--- src/rtl/discard_half_pkg.sv ---
// Shared constants and helpers for the overlap-save output chain.
package discard_half_pkg;

    localparam int DEF_W       = 16;
    localparam int DEF_NFFT    = 32;
    localparam int DEF_DISCARD = 16;

    function automatic int clog2(input int n);
        int r;
        r = 0;
        for (int i = 0; i < 32; i++) begin
            if ((1 << r) < n) r++;
        end
        return r;
    endfunction

endpackage

--- src/rtl/discard_half.sv ---
// Overlap-save trimmer: drops the leading DISCARD samples of each NFFT block and
// forwards the rest combinationally, tagged with first/last/index qualifiers.
module discard_half
    import discard_half_pkg::*;
#(
    parameter int W       = DEF_W,
    parameter int NFFT    = DEF_NFFT,
    parameter int DISCARD = DEF_DISCARD
) (
    input  logic                   i_clk,
    input  logic                   i_rst,
    input  logic                   i_valid,
    input  logic signed [W-1:0]    i_y_re,
    input  logic signed [W-1:0]    i_y_im,
    input  logic                   i_last,
    output logic                   o_valid,
    output logic signed [W-1:0]    o_y_re,
    output logic signed [W-1:0]    o_y_im,
    output logic                   o_first,
    output logic                   o_last,
    output logic [clog2(NFFT)-1:0] o_idx
);

    localparam int CW = clog2(NFFT);
    localparam logic [CW-1:0] DISC_C = CW'(DISCARD);
    localparam logic [CW-1:0] LAST_C = CW'(NFFT - 1);
    localparam logic [CW-1:0] ONE_C  = CW'(1);

    if (DISCARD <= 0 || DISCARD >= NFFT) begin : g_bad_discard
        $error("discard_half: DISCARD must satisfy 0 < DISCARD < NFFT");
    end

    logic [CW-1:0] cnt_q, cnt_d;
    logic          blk_end;
    logic          good;

    assign blk_end = i_last || (cnt_q == LAST_C);

    // Early i_last resynchronises the block just like the natural wrap.
    always_comb begin
        cnt_d = cnt_q;
        if (i_valid) begin
            cnt_d = blk_end ? '0 : cnt_q + ONE_C;
        end
    end

    always_ff @(posedge i_clk or negedge i_rst) begin
        if (!i_rst) begin
            cnt_q <= '0;
        end else begin
            cnt_q <= cnt_d;
        end
    end

    // Reset gating keeps outputs quiet even while inputs toggle during reset.
    assign good    = i_rst && i_valid && (cnt_q >= DISC_C);
    assign o_valid = good;
    assign o_y_re  = good ? i_y_re : '0;
    assign o_y_im  = good ? i_y_im : '0;
    assign o_idx   = good ? (cnt_q - DISC_C) : '0;
    assign o_first = good && (cnt_q == DISC_C);
    assign o_last  = good && blk_end;

endmodule

--- config.mk ---
export PLATFORM = sky130hd
export DESIGN_NAME = discard_half
export DESIGN_NICKNAME = d
export VERILOG_FILES = /design/src/rtl/discard_half_pkg.sv /design/src/rtl/discard_half.sv
export SDC_FILE = /design/constraint.sdc
export NUM_CORES = 1
export LEC_CHECK = 0
export CORE_ASPECT_RATIO = 1.25
export CORE_MARGIN = 8
export CORE_UTILIZATION = 25
export DETAILED_ROUTE_END_ITERATION = 16
export PLACE_DENSITY = 0.89
export SLEW_MARGIN = 20
export SYNTH_ARGS = -nofsm -noshare
export SYNTH_HDL_FRONTEND = slang
export SYNTH_SLANG_ARGS = --single-unit
--- constraint.sdc ---
create_clock -name i_clk -period 2 [get_ports i_clk]
set_clock_uncertainty 0.05 [all_clocks]
set_input_delay 0.4 -clock i_clk [delete_from_list [all_inputs] [get_ports i_clk]]
set_output_delay 0.4 -clock i_clk [all_outputs]
set_load 0.01 [all_outputs]
==> Implementation_results.wiki <==
{| class="wikitable"
! Metric !! Value
|-
| Outcome || completed
|-
| Synthesized area per cell || 7.64 um^2
|-
| Count of hold-fix buffers inserted at cts || 0
|-
| Area added between synthesis and finish || 153%
|-
| Layout Cell Area excl Fill || 0.00145 mm^2
|-
| Biggest fanout along the worst timing path || 2
|-
| Signal arrival time at the worst endpoint || 1480 ps
|-
| Diodes inserted || 0
|-
| Fraction of layout instances using a drive strength above 1 || 0.160
|-
| Post-layout instance count excluding filler cells || 193
|-
| Total power divided by cell area || 251 mW/mm^2
|-
| Total number of placement rows || 19
|-
| Most common cell after layout, fill and taps aside || sky130_fd_sc_hd__and2_1
|-
| Dpl cell area || 0.00137 mm^2
|-
| Cell seen most often among critical-path stages || sky130_fd_sc_hd__ha_2
|-
| Worst vdd ir || 0.319 mV
|-
| Clk sinks || 5
|-
| Registers with the most flip-flops || cnt_q: 5 flops
|-
| Synthesized flop and latch total || 5
|-
| Clock tree from TritonCTS || built
|-
| Startpoint class of the critical path || register
|-
| Part of the cycle the worst path needs || 0.966
|-
| Number of pins exceeding their max-slew limit in the final report || 0
|-
| Post-synthesis cell type with the largest combined area || sky130_fd_sc_hd__and2_1
|-
| # DRC || 0
|-
| Register with the most flip-flops || cnt_q
|-
| Worst Setup Path Type || register to output pin
|-
| Total standard cell area after synthesis || 573 um^2
|-
| Initial cell density of the core || 0.262
|-
| Ports || 76
|-
| Cell family with the largest share of critical-path delay || adder cells
|-
| IO buf count || 74
|-
| Global placer's final weighted congestion || 0.794
|-
| Commonest cells after routing, fill and taps aside || sky130_fd_sc_hd__and2_1, sky130_fd_sc_hd__clkdlybuf4s50_1, sky130_fd_sc_hd__dlygate4sd2_1
|-
| RSZ-0062 raised after global routing || no
|-
| Antenna violations before repair || 0
|-
| Gr usage total || 0.157
|-
| Core Util, Final || 0.664
|-
| Core area || 0.00219 mm^2
|-
| Largest net degree at the start of global routing || 11
|-
| Die X || 58.8 um
|-
| H-Tree Depth || 1
|-
| Buffers plus inverters on the worst setup path || 1
|-
| Proportion of netlist area held by the largest area contributor || 0.393
|-
| Critical path cell sequence || ha_2 -> and3_1 -> ha_2 -> nor2_4 -> nor2b_1 -> buf_2
|-
| Total clock buffers created by CTS || 3
|-
| Minimum clock period || 1930 ps
|-
| Die outline area || 0.00409 mm^2
|-
| Layout fillers || 181
|-
| Max Cap Violations || 0
|-
| Largest cells by area after synthesis || sky130_fd_sc_hd__and2_1, sky130_fd_sc_hd__dfrtp_1, sky130_fd_sc_hd__ha_1
|-
| Min-Delay Path Class || primary input to async pin
|-
| Maximum number of buffers from clock root to sink || 2
|-
| Number of global-route vias before repair || 903
|-
| Clk pin slew, worst setup/hold paths || 40 ps
|-
| Number of DRC violations after detailed-routing iteration 0 || 22
|-
| Synth cell types || 20
|-
| Final wirelength || 3400 um
|-
| Nets in the synthesized netlist || 114
|-
| Clock latency on the worst-skew pair || 240 ps
|-
| Vias after detailed routing || 873
|-
| Global-route wire length before repair || 5040 um
|-
| Leakage || 0.914 nW
|-
| Largest stage delay on the critical path || 380 ps
|-
| Yosys warning count || 0
|-
| Vias per Instance || 4.52
|-
| Post-detailed-route count of antenna-violating nets || 0
|-
| Count of endpoints failing hold in the final timing report || 0
|-
| # placed instances || 182
|-
| Die boundary height || 69.5 um
|-
| # setup viols final || 0
|-
| Library cell contributing the largest single delay on the critical path || sky130_fd_sc_hd__dfrtp_1
|-
| Net count, final || 202
|-
| Post-Synthesis Cells || 75
|-
| Sequential-to-total area share from yosys stat || 0.218
|-
| Setup TNS || 0 ps
|-
| WL per Instance || 17.6 um
|-
| Worst Setup End Kind || output pin
|-
| Final HPWL DP || 2550 um
|-
| Crit path required time || 1550 ps
|-
| Overall power after layout || 365 uW
|-
| Number of detailed-route iterations in the first pass || 4
|-
| Clk Tree Root Cell || sky130_fd_sc_hd__clkbuf_4
|-
| Number of flip-flops under the largest register name || 5
|-
| GR Overflow Total || 0
|-
| Top achievable clock speed || 0.517 GHz
|}
-- area by class of cell --
cell class | count | area [um^2] | share of cell area
Inverter | 3 | 11.3 | 0.00775
Multi-Input combinational cell | 66 | 449 | 0.309
Timing Repair Buffer | 84 | 801 | 0.551
Clock buffer | 4 | 26.3 | 0.0181
Tap cell | 31 | 38.8 | 0.0267
Sequential cell | 5 | 126 | 0.0870
-- per-layer routing --
layer / up-vias / wire length, um / global-route usage / share of wire
met3: 2 / 415 / 0.0594 / 0.12
li1: 421 / - / - / -
met2: 55 / 1720 / 0.287 / 0.51
met1: 395 / 1220 / 0.152 / 0.36
met5: - / 0 / 0 / 0
met4: 0 / 40 / 0.0560 / 0.012
-- metrics by stage --
stage,hold slack [ps],worst slack (ps)
4_1_cts,183,-28.7
6_report,213,67.1
3_5_place_dp,521,-473
5_1_grt,214,7.67
3_3_place_gp,488,-435
2_1_floorplan,54.4,317
-- worst register-to-register path, cell delays in order (launching register included) --
cell                       delay, ps
sky130_fd_sc_hd__dfrtp_1         380
sky130_fd_sc_hd__ha_2            190
sky130_fd_sc_hd__and3_1          190
sky130_fd_sc_hd__ha_2            200
sky130_fd_sc_hd__nor2_4          110
sky130_fd_sc_hd__buf_4           140
sky130_fd_sc_hd__nand2_1          50
sky130_fd_sc_hd__o311ai_1        270
-- Yosys cell counts --
master	number
sky130_fd_sc_hd__and3_4	1
sky130_fd_sc_hd__nor2_1	1
sky130_fd_sc_hd__o21ai_0	4
sky130_fd_sc_hd__nor2_4	1
sky130_fd_sc_hd__nand2_1	2
sky130_fd_sc_hd__dfrtp_1	5
sky130_fd_sc_hd__conb_1	1
sky130_fd_sc_hd__and3_1	2
sky130_fd_sc_hd__and2_1	36
sky130_fd_sc_hd__nand3_1	6
sky130_fd_sc_hd__o31ai_1	1
sky130_fd_sc_hd__nand2b_1	1
sky130_fd_sc_hd__nor2b_1	1
sky130_fd_sc_hd__buf_6	2
sky130_fd_sc_hd__o311ai_1	1
sky130_fd_sc_hd__clkbuf_2	1
sky130_fd_sc_hd__buf_4	1
sky130_fd_sc_hd__inv_1	3
sky130_fd_sc_hd__ha_1	3
sky130_fd_sc_hd__buf_2	2
-- final timing paths --
check                           startpoint       end  slack, ps  depth (start not counted)
worst max-delay path              cnt_q[0]    o_last         70                          6
worst min-delay path                 i_rst  cnt_q[2]        210                          2
worst max register to register    cnt_q[0]  cnt_q[3]        310                          7
worst min register to register    cnt_q[3]  cnt_q[3]        560                          2
max in group asynchronous            i_rst  cnt_q[4]       1570                          2
min in group i_clk                cnt_q[3]  cnt_q[3]        560                          2
-- where the power goes --
group | total, mW | internal (mW) | switching [mW]
clock network | 0.114 | 0.0753 | 0.0390
registers | 0.118 | 0.112 | 0.00552
logic | 0.133 | 0.0891 | 0.0435
total | 0.365 | 0.277 | 0.0880
-- what timing repair did --
action	4_1_cts	5_1_grt
endpoints found under the setup margin	39	10
gates cloned	5	0
pin swaps	3	1
gates resized for setup	44	10
buffers inserted	2	0
-- logic make-up after synthesis --
kind of cell / count (synthesis) / synth area share
AO/OA/AOI/OAI: 6 / 0.0633
adder cells (fa/ha/maj): 3 / 0.0655
buffers and inverters: 9 / 0.0982
flip-flops: 5 / 0.218
other: 1 / 0.00654
AND/OR/NAND/NOR: 51 / 0.548
(Power assumes the default switching activity.)
